`config.mk`:
```
export PLATFORM = sky130hd
export DESIGN_NAME = result_mux_5to1
export DESIGN_NICKNAME = d
export VERILOG_FILES = /design/src/rtl/result_mux_5to1.sv
export SDC_FILE = /design/constraint.sdc
export NUM_CORES = 1
export LEC_CHECK = 0
export CORE_AREA = 2 2 180 182
export DETAILED_ROUTE_END_ITERATION = 8
export DIE_AREA = 0 0 182 184
export GPL_TIMING_DRIVEN = 0
export SETUP_SLACK_MARGIN = 0.05
export SLEW_MARGIN = 30
export SYNTH_ARGS = -nofsm -noshare
export SYNTH_HDL_FRONTEND = slang
export SYNTH_SLANG_ARGS = --single-unit
```
`constraint.sdc`:
```
create_clock -name i_clk -period 5.3 [get_ports i_clk]
set_clock_uncertainty 0.15 [all_clocks]
set_input_delay 1.59 -clock i_clk [delete_from_list [all_inputs] [get_ports i_clk]]
set_output_delay 1.59 -clock i_clk [all_outputs]
set_load 0.03 [all_outputs]
```
`src/rtl/result_mux_5to1.sv`:
```
// Write-back result selector: combinational mux + illegal-select flag (0 cycles), optional captured copy and sticky error (1 cycle).
// No handshake or back-pressure; the registered copy loads only when i_en is high.
module result_mux_5to1 #(
  parameter int DATA_WIDTH = 64
) (
  input  logic                  i_clk,
  input  logic                  i_arstn,
  input  logic [2:0]            i_control_signal,
  input  logic [DATA_WIDTH-1:0] i_mux_0,
  input  logic [DATA_WIDTH-1:0] i_mux_1,
  input  logic [DATA_WIDTH-1:0] i_mux_2,
  input  logic [DATA_WIDTH-1:0] i_mux_3,
  input  logic [DATA_WIDTH-1:0] i_mux_4,
  input  logic                  i_en,
  input  logic                  i_clr_err,
  output logic [DATA_WIDTH-1:0] o_mux,
  output logic [DATA_WIDTH-1:0] o_mux_q,
  output logic                  o_sel_err,
  output logic                  o_sel_err_sticky
);

  // Unmatched selects (5..7, or X in simulation) fall to the zero default.
  always_comb begin
    o_mux = '0;
    case (i_control_signal)
      3'd0:    o_mux = i_mux_0;
      3'd1:    o_mux = i_mux_1;
      3'd2:    o_mux = i_mux_2;
      3'd3:    o_mux = i_mux_3;
      3'd4:    o_mux = i_mux_4;
      default: o_mux = '0;
    endcase
  end

  assign o_sel_err = (i_control_signal > 3'd4);

  always_ff @(posedge i_clk or negedge i_arstn) begin
    if (!i_arstn) begin
      o_mux_q <= '0;
    end else if (i_en) begin
      o_mux_q <= o_mux;
    end
  end

  // Set wins over clear so an error in the clearing cycle is never lost.
  always_ff @(posedge i_clk or negedge i_arstn) begin
    if (!i_arstn) begin
      o_sel_err_sticky <= 1'b0;
    end else if (o_sel_err) begin
      o_sel_err_sticky <= 1'b1;
    end else if (i_clr_err) begin
      o_sel_err_sticky <= 1'b0;
    end
  end

endmodule

```
## Yosys cells after proc, flatten, opt, wreduce, memory -nomap -nowiden

Cells that the tools add are included.

- ROM bits: 0
- Bits in writable memories: 0
- Memories: 0
- Input port bits: 327
- Bits in registers: 65
- Output and inout port bits: 130
- Latch bits: 0
- Word-level logic and storage cells: 12

- Multiplexer cells: 3
- Multiply operators: 0
- Reduce and logical (&&, ||, !) cells: 2
- Shifts and indexed selects: 0
- Add/sub/neg operators: 0
- Divide/modulo/power cells: 0
- Bitwise logic cells: 0
- Equal/unequal tests: 4
- Magnitude comparators: 1

Operators by type and width:

| cell | number |
|---|---|
| case mux 64 bit (5 select lines) | 1 |
| == test 3 x 2 -> 1 bit, second input constant | 2 |
| == test 3 x 1 -> 1 bit, second input constant | 1 |
| == test 3 bit, second input constant | 1 |
| > comparator 3 bit, second input constant | 1 |
| zero test 3 bit | 1 |
| two-way mux 1 bit | 2 |
| nonzero test 2 bit | 1 |

## Logic depth before layout (Yosys ltp)

Gate-level depths: netlist (run 1).

- Word-level depth: 2
- Mapped depth: 6
- Mapped depth without buffers: 3

## Worst setup path after synthesis (run 1)

Ideal clock, no wire load.

- Path kind: input to output
- Start: in i_control_signal[1]
- End: out o_mux[12]
- Data arrival time: 2.639 ns
- Stages: 6
- Buffers on the path: 3
- Data required time: 3.560 ns
- Slack: 0.921 ns
- Cell sequence: buf_6 buf_6 buf_6 mux2_4 a22oi_2 nand2_1

- Cells in the longest elaborated chain, start to end: 2
- Elaborated cells on any way between the ends: 6
- Those cells by class: eq/ne (4); mux (1); reduce/logical (1)

RTL lines:

| element | RTL line | text |
|---|---|---|
| start, declared | 8 | `input logic [2:0] i_control_signal,` |
| == test 3 bit, or another cell as far along | 25 | `case (i_control_signal)` |
| case mux 64 bit (5 select lines) (*) | 25 |  |
| end, declared | 16 | `output logic [DATA_WIDTH-1:0] o_mux,` |

Mark *: on every way between the ends. The rest lies on a longest branch, timed or not.

## Final worst setup path (run 1)

- Start: in i_control_signal[0]
- End: out o_mux[7]

Same word-level chain as after synthesis.

==> reports/results.ini, run 1 <==
[placement]
hpwl_um=22900
port-buffer-count=454
gp_routability_congestion=0.792

[timing]
setup_viol=0
rsz0062_at_grt=no
fin_setup_tns_ps=0
hold_viol_final=0
finalCriticalPeriod_ps=5150
relSlewSlack=0.450
timing.final.crit_share=0.971
slew_violations=0
max_freq_mhz=194
tightestPinTransition_ps=825

[logic_synthesis]
avgSynthCellArea_sq_um=9.34
yosys_register_bits=65
syn-cell-area_sq_um=5330
seq_area_frac_synth=0.305
synth_cells=571
syn_nets=898
yosysWarningCount=0
synth_cell_types=20

[detailed_routing]
drc_errors=0
vias_per_cell=4.38
first_pass_iters=5
drtIter0Drc=265
routed_wl_um=28300
wire_per_inst_um=19.6
ant_nets=0
vias=6329

[power_and_ir_drop]
switching_share=0.360
p_switching_uw=779
p_per_area_nw_per_um2=206
irDropWorstVdd_v=0.000127
pwr-share-comb=0.468
p_leak_nw=4.38
p_int_mw=1.38
clockPowerShare=0.261
seq_power_share=0.271

[status]
status=finished, final reports clean

[clocking]
cts_tree=done
path_clk_slew_ps=50
clk_latency_ps=330
clockBufferDepth=2
cts_max_level=3
hold_buffers=0
numCtsBuffers=9
cts_sinks=65
root_buffer=clkbuf_16

[hold_path]
hold_depth=2
hold_path_class=reg2reg

[die]
die_w_um=182
die_area_sq_um=33500
die_h_um=184
core_area_sq_um=31400
start_util=0.170
io_pins=457
num_rows=65

[worst_setup_path]
worstPathRequired_ps=3560
crit_type=in2out
max_stage_delay_ps=530
critPathCaptureType=primary output
slowest_stage=clkdlybuf4s50_1
cp.depth=7
cp-start-kind=input port
path_buf_inv=4
worstPathArrival_ps=3410
reg2regPathDepth=2
path_cells=clkdlybuf4s50_1, nor3b_2, buf_6, buf_4, a22oi_1, nand2_1, clkdlybuf4s15_2
cp_top_family=buffers and inverters
cp_max_fo=10

[global_routing]
antenna_found_initial=2
grt_max_degree=37
overflow=0
grt_pass1_vias=6745
grt_usage=0.162
grt_pass1_wl_um=40700

[job]
drv_cap=0

[final_layout]
final_util=0.335
mostFrequentLayoutCell=clkdlybuf4s50_1
multi_input_area_sq_um=3400
layout_common_cells=clkdlybuf4s50_1, nand2_1, mux2_2, nor2_1, dfrtp_1
fill_cells=3300
seq_area_sq_um=1630
diodes=0
syn_to_final_growth_pct=97.2
fin_nets=1367
drive_gt1_frac=0.260

worst reg2reg max path, cell delays in order (launching register included):
cell,delay [ps]
dfrtp_1,390
nor2_1,120
a31oi_1,60
metrics by stage:
step                worst slack (ps)  cells  power, mW  cell area [sq um]  hold WS, ps
floorplan                        921    571       1.08               5330          515
global placement                -663   1427       1.64              10400          371
detailed placement              -659   1428       1.64              10400          380
CTS                             50.7   1446       2.22              10700          386
global route                    51.6   1446       2.28              10500          403
finish                           151   1446       2.16              10500          385
cell families after synthesis:
logic type             Yosys count  synth area share
flip-flops                      65             0.305
buffers and inverters           51            0.0593
multiplexers                   127             0.292
AO/OA/AOI/OAI                  130             0.200
AND/OR/NAND/NOR                198             0.143
routing by layer:
layer | global-route usage | vias up | wire [um]
met5 | 0 | - | 0
met4 | 0.0365 | 0 | 380
met3 | 0.0440 | 27 | 2310
met2 | 0.292 | 320 | 14000
met1 | 0.192 | 2967 | 11600
li1 | - | 3015 | -
sequential cells by signal, summed over array words and instances (netlist names):
name              cells
o_mux_q              64
o_sel_err_sticky      1
worst paths after layout:
| path | from | end | slack (ps) |
|---|---|---|---|
| max in group asynchronous | i_arstn | o_mux_q[13] | 3390 |
| setup / recovery | i_control_signal[0] | o_mux[7] | 150 |
| setup reg to reg | o_mux_q[60] | o_mux_q[60] | 4440 |
| hold / removal | o_mux_q[0] | o_mux_q[0] | 390 |
| hold reg to reg | o_mux_q[0] | o_mux_q[0] | 390 |
| min in group asynchronous | i_arstn | o_mux_q[52] | 1030 |
cell type report:
class	count	area share
Inverter	2	0.000714
Sequential cell	65	0.155
Tap cell	402	0.0478
Clock inverter	3	0.00167
Timing Repair Buffer	458	0.417
Multi-Input combinational cell	455	0.323
Buffer	49	0.0316
Clock buffer	12	0.0234
power groups by stage:
stage          Combinational, mW  Sequential [mW]  Clock, mW
6_report                    1.01            0.586      0.566
5_1_grt                     1.07            0.593      0.618
4_1_cts                     1.03            0.586      0.598
3_5_place_dp                1.05            0.594          0
3_3_place_gp                1.05            0.591          0
2_1_floorplan              0.369            0.706          0
what timing repair did:
| item | 4_1_cts | 5_1_grt |
|---|---|---|
| pin swaps | 1 | 0 |
| setup buffers | 3 | 0 |
| endpoints found under the setup margin | 64 | 59 |
| resized for setup | 116 | 72 |
cell usage after synthesis:
| master | instances | area [sq um] |
|---|---|---|
| a31oi_1 | 64 | 400 |
| nor3b_2 | 1 | 12.5 |
| o22ai_1 | 1 | 6.26 |
| buf_6 | 9 | 101 |
| nor2_2 | 1 | 6.26 |
| a22oi_2 | 33 | 413 |
| mux2_4 | 34 | 510 |
| a21o_1 | 1 | 7.51 |
| inv_1 | 2 | 7.51 |
| buf_2 | 16 | 80.1 |
| clkbuf_1 | 14 | 52.6 |
| mux2_2 | 93 | 1050 |
| nand3b_1 | 2 | 15.0 |
| nor2_1 | 66 | 248 |
| a22oi_1 | 30 | 225 |
| nor2b_1 | 1 | 6.26 |
| nand2_1 | 127 | 477 |
| a32oi_2 | 1 | 16.3 |
| buf_4 | 10 | 75.1 |
| dfrtp_1 | 65 | 1630 |
(Power assumes the default switching activity.)
==> run 2: changes to the inputs <==
CORE_AREA = 4 4 176 178   (was 2 2 180 182)
DIE_AREA = 0 0 180 182   (was 0 0 182 184)
==> run 2 against run 1 <==
Sequential share of layout area about the same. Non-clock buffer count unchanged. First-iteration DRC count decreased by 21%. Clock power increased by 4.8%. Flip-flop and latch count unchanged. Via count increased by 0.35%. Power increased by 1.4%. Largest cell class unchanged.
==> reports/results.ini, run 2 (synthesized netlist as in run 1, its figures left out) <==
[status]
status=finished, final reports clean

[worst_setup_path]
worstPathArrival_ps=3190  ; -220 ps
critPathCapture=o_mux[60]
cp_max_fo=10  ; unchanged
crit_type=in2out
cp-start-kind=input port
crit_start=i_control_signal[1]
critPathCaptureType=primary output
reg2reg_to=o_mux_q[48]
ff2ff_setup_slack_ps=4410  ; -30 ps
reg2regPathDepth=2  ; unchanged
worstPathRequired_ps=3560  ; about the same
regToRegStartpoint=o_mux_q[48]

[die]
num_rows=63  ; -3.1%
start_util=0.181  ; +0.0115
die_area_sq_um=32800  ; -2.2%
die_w_um=180  ; -1.1%
core_area_sq_um=29400  ; -6.3%
io_pins=457  ; unchanged
die_h_um=182  ; -1.1%

[clocking]
hold_buffers=0  ; unchanged
root_buffer=clkbuf_16
path_clk_slew_ps=60  ; about the same
cts_sinks=65  ; unchanged
clockBufferDepth=2  ; unchanged
cts_tree=done
cts_max_level=3  ; unchanged
numCtsBuffers=9  ; unchanged
clk_latency_ps=330  ; about the same

[power_and_ir_drop]
switching_share=0.353  ; -0.00668
irDropWorstVdd_v=0.000145  ; +14%
seq_power_share=0.268  ; -0.003
p_switching_uw=775  ; -0.48%
clockPowerShare=0.270  ; +0.009
p_leak_nw=4.42  ; +0.91%
pwr-share-comb=0.462  ; -0.006
p_total_mw=2.19  ; +1.4%
p_int_mw=1.42  ; +2.5%
p_per_area_nw_per_um2=208  ; +1.3%

[detailed_routing]
vias=6351  ; +0.35%
ant_nets=0  ; unchanged
wire_per_inst_um=20.4  ; +4.2%
drc_errors=0  ; unchanged
first_pass_iters=4  ; -1
vias_per_cell=4.42  ; +1.0%
routed_wl_um=29300  ; +3.5%
drtIter0Drc=210  ; -21%

[timing]
tightestPinTransition_ps=685  ; -140 ps
worst_slack_ps=373  ; +221 ps
relSlewSlack=0.544  ; +0.0935
max_freq_mhz=203  ; +4.5%
setup_viol=0  ; unchanged
slew_violations=0  ; unchanged
whs_ps=381  ; -4.24 ps
hold_viol_final=0  ; unchanged
rsz0062_at_grt=no
finalCriticalPeriod_ps=4930  ; -221 ps
timing.final.crit_share=0.930  ; -0.0417

[final_layout]
top_regs=o_mux_q x64, o_sel_err_sticky x1
layout_common_cells=clkdlybuf4s50_1, nand2_1, mux2_2, nor2_1, dfrtp_1
top_register=o_mux_q
fin_nets=1367  ; unchanged
drive_gt1_frac=0.258  ; -0.00192
syn_to_final_growth_pct=97.4
largest_reg_flops=64  ; unchanged
mostFrequentLayoutCell=clkdlybuf4s50_1

[global_routing]
grt_max_degree=36  ; -2.7%
overflow=0  ; unchanged
grt_pass1_vias=6899  ; +2.3%
grt_pass1_wl_um=43100  ; +5.8%
antenna_found_initial=3  ; +1
grt_usage=0.171  ; +0.00901

[placement]
place_ws_ps=-628  ; +31.5 ps
port-buffer-count=454  ; unchanged
hpwl_um=24300  ; +6.3%
gp_routability_congestion=0.837  ; +5.6%

[job]
drv_cap=0  ; unchanged

[hold_path]
hold_path_class=reg2reg

[run 2: worst min-delay path by stage]
stage	start	end	slack, ps	cells after the start
6_report	o_sel_err_sticky	o_sel_err_sticky	380	2
5_1_grt	o_mux_q[4]	o_mux_q[4]	410	2
4_1_cts	o_sel_err_sticky	o_sel_err_sticky	390	2
3_5_place_dp	o_sel_err_sticky	o_sel_err_sticky	380	2
3_3_place_gp	o_sel_err_sticky	o_sel_err_sticky	370	2
2_1_floorplan	o_sel_err_sticky	o_sel_err_sticky	520	2
[run 2: final cells by class]
cell class              count  area (sq um)
flip-flops and latches     65          1630
clock inverters             4          45.0
well taps                 390           488
clock buffers              11           233
plain buffers              49           323
repair buffers            458          4410
diodes                      2          5.00
multi-input cells         455          3400
inverters                   2          7.51
fillers                  3022         18900
[run 2: per-stage QoR]
| stage | utilization | setup TNS, ps | cells | cell area (sq um) |
|---|---|---|---|---|
| 2_1_floorplan | - | 0 | 571 | 5330 |
| 3_3_place_gp | 0.353 | -36960 | 1415 | 10400 |
| 3_5_place_dp | 0.353 | -33780 | 1416 | 10400 |
| 4_1_cts | 0.364 | 0 | 1434 | 10700 |
| 5_1_grt | 0.358 | 0 | 1434 | 10500 |
| 6_report | 0.358 | 0 | 1436 | 10500 |
[run 2: layer usage]
metal  up-vias  track usage  wire (um)
met3        25       0.0603       2470
met2       340        0.306      14600
met5         -            0         13
met4         2       0.0326        422
met1      2971        0.199      11800
li1       3013            -          -
[run 2: timing repair]
| action | 4_1_cts | 5_1_grt |
|---|---|---|
| gates resized for setup | 118 | 64 |
| setup endpoints to repair | 64 | 59 |
| setup buffers | 3 | 0 |
| pin swaps | 1 | 0 |
[run 2: power groups by stage]
stage	sequential, mW	clock (mW)	combinational (mW)
6_report	0.587	0.593	1.01
2_1_floorplan	0.706	0	0.369
5_1_grt	0.594	0.644	1.08
3_5_place_dp	0.595	0	1.05
3_3_place_gp	0.593	0	1.05
4_1_cts	0.587	0.624	1.04
[run 2: critical path, stage by stage]
cell             delay, ps
buf_6                  130
buf_2                  380
mux2_2                 390
a22oi_1                240
nand2_1                140
clkdlybuf4s15_2        300
==> run 3: changes to the inputs <==
RECOVER_POWER = 50   (was default)
SLEW_MARGIN = default   (was 30)
==> run 3 against run 2 <==
The flow now finishes with violations (max-capacitance violations, max-slew violations). Hold slack got worse by 4.1 ps. Non-clock buffer count unchanged. Setup slack got worse by 220 ps. Sequential share of layout area decreased by 0.11 points. Flip-flop and latch count unchanged. Critical path type unchanged. Critical endpoint is now o_mux[5]. Largest cell class unchanged.
==> reports/results.ini, run 3 (synthesized netlist as in run 1, its figures left out) <==
[status]
status=finished, violations left
violations=max-capacitance violations, max-slew violations

[worst_setup_path]
cp-start-kind=input port
worstPathRequired_ps=3560  ; about the same
slowest_stage=clkdlybuf4s50_1
cp_top_family=buffers and inverters
path_buf_inv=4  ; +1
cp_max_fo=10  ; unchanged
path_cells=clkdlybuf4s50_1, nor3b_2, buf_6, buf_4, a22oi_1, nand2_1, clkdlybuf4s15_1
worstPathArrival_ps=3400  ; +210 ps
critPathCaptureType=primary output
max_stage_delay_ps=530  ; +140 ps
crit_type=in2out

[detailed_routing]
vias=6370  ; +0.30%
drc_errors=0  ; unchanged
drtIter0Drc=216  ; +2.9%
vias_per_cell=4.43  ; +0.23%
first_pass_iters=4  ; unchanged
wire_per_inst_um=20.4  ; -0.19%
routed_wl_um=29300  ; -0.12%
ant_nets=0  ; unchanged

[clocking]
path_clk_slew_ps=60  ; about the same
clk_latency_ps=340  ; about the same
hold_buffers=0  ; unchanged
cts_max_level=3  ; unchanged
clockBufferDepth=2  ; unchanged
root_buffer=clkbuf_16
cts_sinks=65  ; unchanged
cts_tree=done
numCtsBuffers=9  ; unchanged

[final_layout]
layout_common_cells=clkdlybuf4s50_1, nand2_1, mux2_2, nor2_1, dfrtp_1
top_regs=o_mux_q x64, o_sel_err_sticky x1
multi_input_area_sq_um=3400  ; unchanged
largest_reg_flops=64  ; unchanged
mostFrequentLayoutCell=clkdlybuf4s50_1
seq_area_sq_um=1630  ; unchanged
top_register=o_mux_q
syn_to_final_growth_pct=98.9
final_util=0.361  ; +0.00268
fill_cells=2997  ; -0.83%
drive_gt1_frac=0.255  ; -0.00312
fin_nets=1367  ; unchanged

[die]
io_pins=457  ; unchanged
start_util=0.181  ; unchanged
die_w_um=180  ; unchanged
die_area_sq_um=32800  ; unchanged
core_area_sq_um=29400  ; unchanged
die_h_um=182  ; unchanged
num_rows=63  ; unchanged

[placement]
gp_routability_congestion=0.837  ; unchanged
hpwl_um=24100  ; -0.83%
port-buffer-count=454  ; unchanged

[timing]
tightestPinTransition_ps=3050  ; +2370 ps
max_freq_mhz=194  ; -4.2%
hold_viol_final=0  ; unchanged
finalCriticalPeriod_ps=5140  ; +215 ps
relSlewSlack=-1.04  ; -1.58
rsz0062_at_grt=no
timing.final.crit_share=0.970  ; +0.0406
whs_ps=377  ; -4.08 ps
fin_setup_tns_ps=0  ; unchanged
setup_viol=0  ; unchanged
slew_violations=63  ; +63

[power_and_ir_drop]
p_leak_nw=4.43  ; +0.21%
p_total_mw=2.28  ; +4.0%
irDropWorstVdd_v=0.000122  ; -16%
p_per_area_nw_per_um2=215  ; +3.3%

[global_routing]
grt_max_degree=63  ; +75%
grt_usage=0.170  ; -0.00138
antenna_found_initial=1  ; -2
grt_pass1_wl_um=42600  ; -1.1%
grt_pass1_vias=6888  ; -0.16%
overflow=0  ; unchanged

[hold_path]
hold_path_class=reg2reg

[job]
drv_cap=1  ; +1

run 3: tightest hold or removal path: cells and delay by family, from the launching register on:
| kind | cells | cell delay (ps) |
|---|---|---|
| buffers and inverters | 1 | 50 |
| DFF | 1 | 370 |
| AOI/OAI and AO/OA | 1 | 60 |
run 3: layer usage:
| metal | wire length (um) | GRT usage |
|---|---|---|
| met1 | 11800 | 0.199 |
| met2 | 14600 | 0.304 |
| met3 | 2540 | 0.0579 |
| met4 | 338 | 0.0311 |
| met5 | 0 | 0 |
run 3: power breakdown:
group	switching, mW	internal, mW
sequential	0.0330	0.553
combinational	0.508	0.503
clock	0.246	0.439
total	0.787	1.49
run 3: final cells by class:
cell class | count | area share
clock inverter | 4 | 0.00708
buffer | 49 | 0.0307
sequential | 65 | 0.153
inverter | 2 | 0.000708
multi-input combinational | 455 | 0.320
tap | 390 | 0.0460
antenna | 2 | 0.000472
clock buffer | 12 | 0.0242
timing repair buffer | 458 | 0.418
run 3: worst paths after layout:
| kind | from | end | slack (ps) | cells after the start |
|---|---|---|---|---|
| max | i_control_signal[0] | o_mux[5] | 160 | 7 |
| min | o_sel_err_sticky | o_sel_err_sticky | 380 | 2 |
| max reg2reg | o_mux_q[48] | o_mux_q[48] | 4430 | 2 |
| min reg2reg | o_sel_err_sticky | o_sel_err_sticky | 380 | 2 |
| max in group asynchronous | i_arstn | o_mux_q[33] | 810 | 2 |
| min in group asynchronous | i_arstn | o_mux_q[0] | 910 | 1 |
run 3: metrics by stage:
stage | setup WS (ps) | cell area [sq um] | instances
after floorplan | 921 | 5330 | 571
final | 157 | 10600 | 1437
after detailed placement | -638 | 10400 | 1416
after CTS | 50.2 | 10800 | 1435
after global routing | 49.6 | 10600 | 1435
after global placement | -592 | 10400 | 1415
run 3: what timing repair did:
item / in CTS / in global routing
pin swaps: 1 / 0
gates resized for setup: 120 / 61
hold endpoints to repair: 0 / 0
endpoints found under the setup margin: 64 / 55
setup buffers: 3 / 0
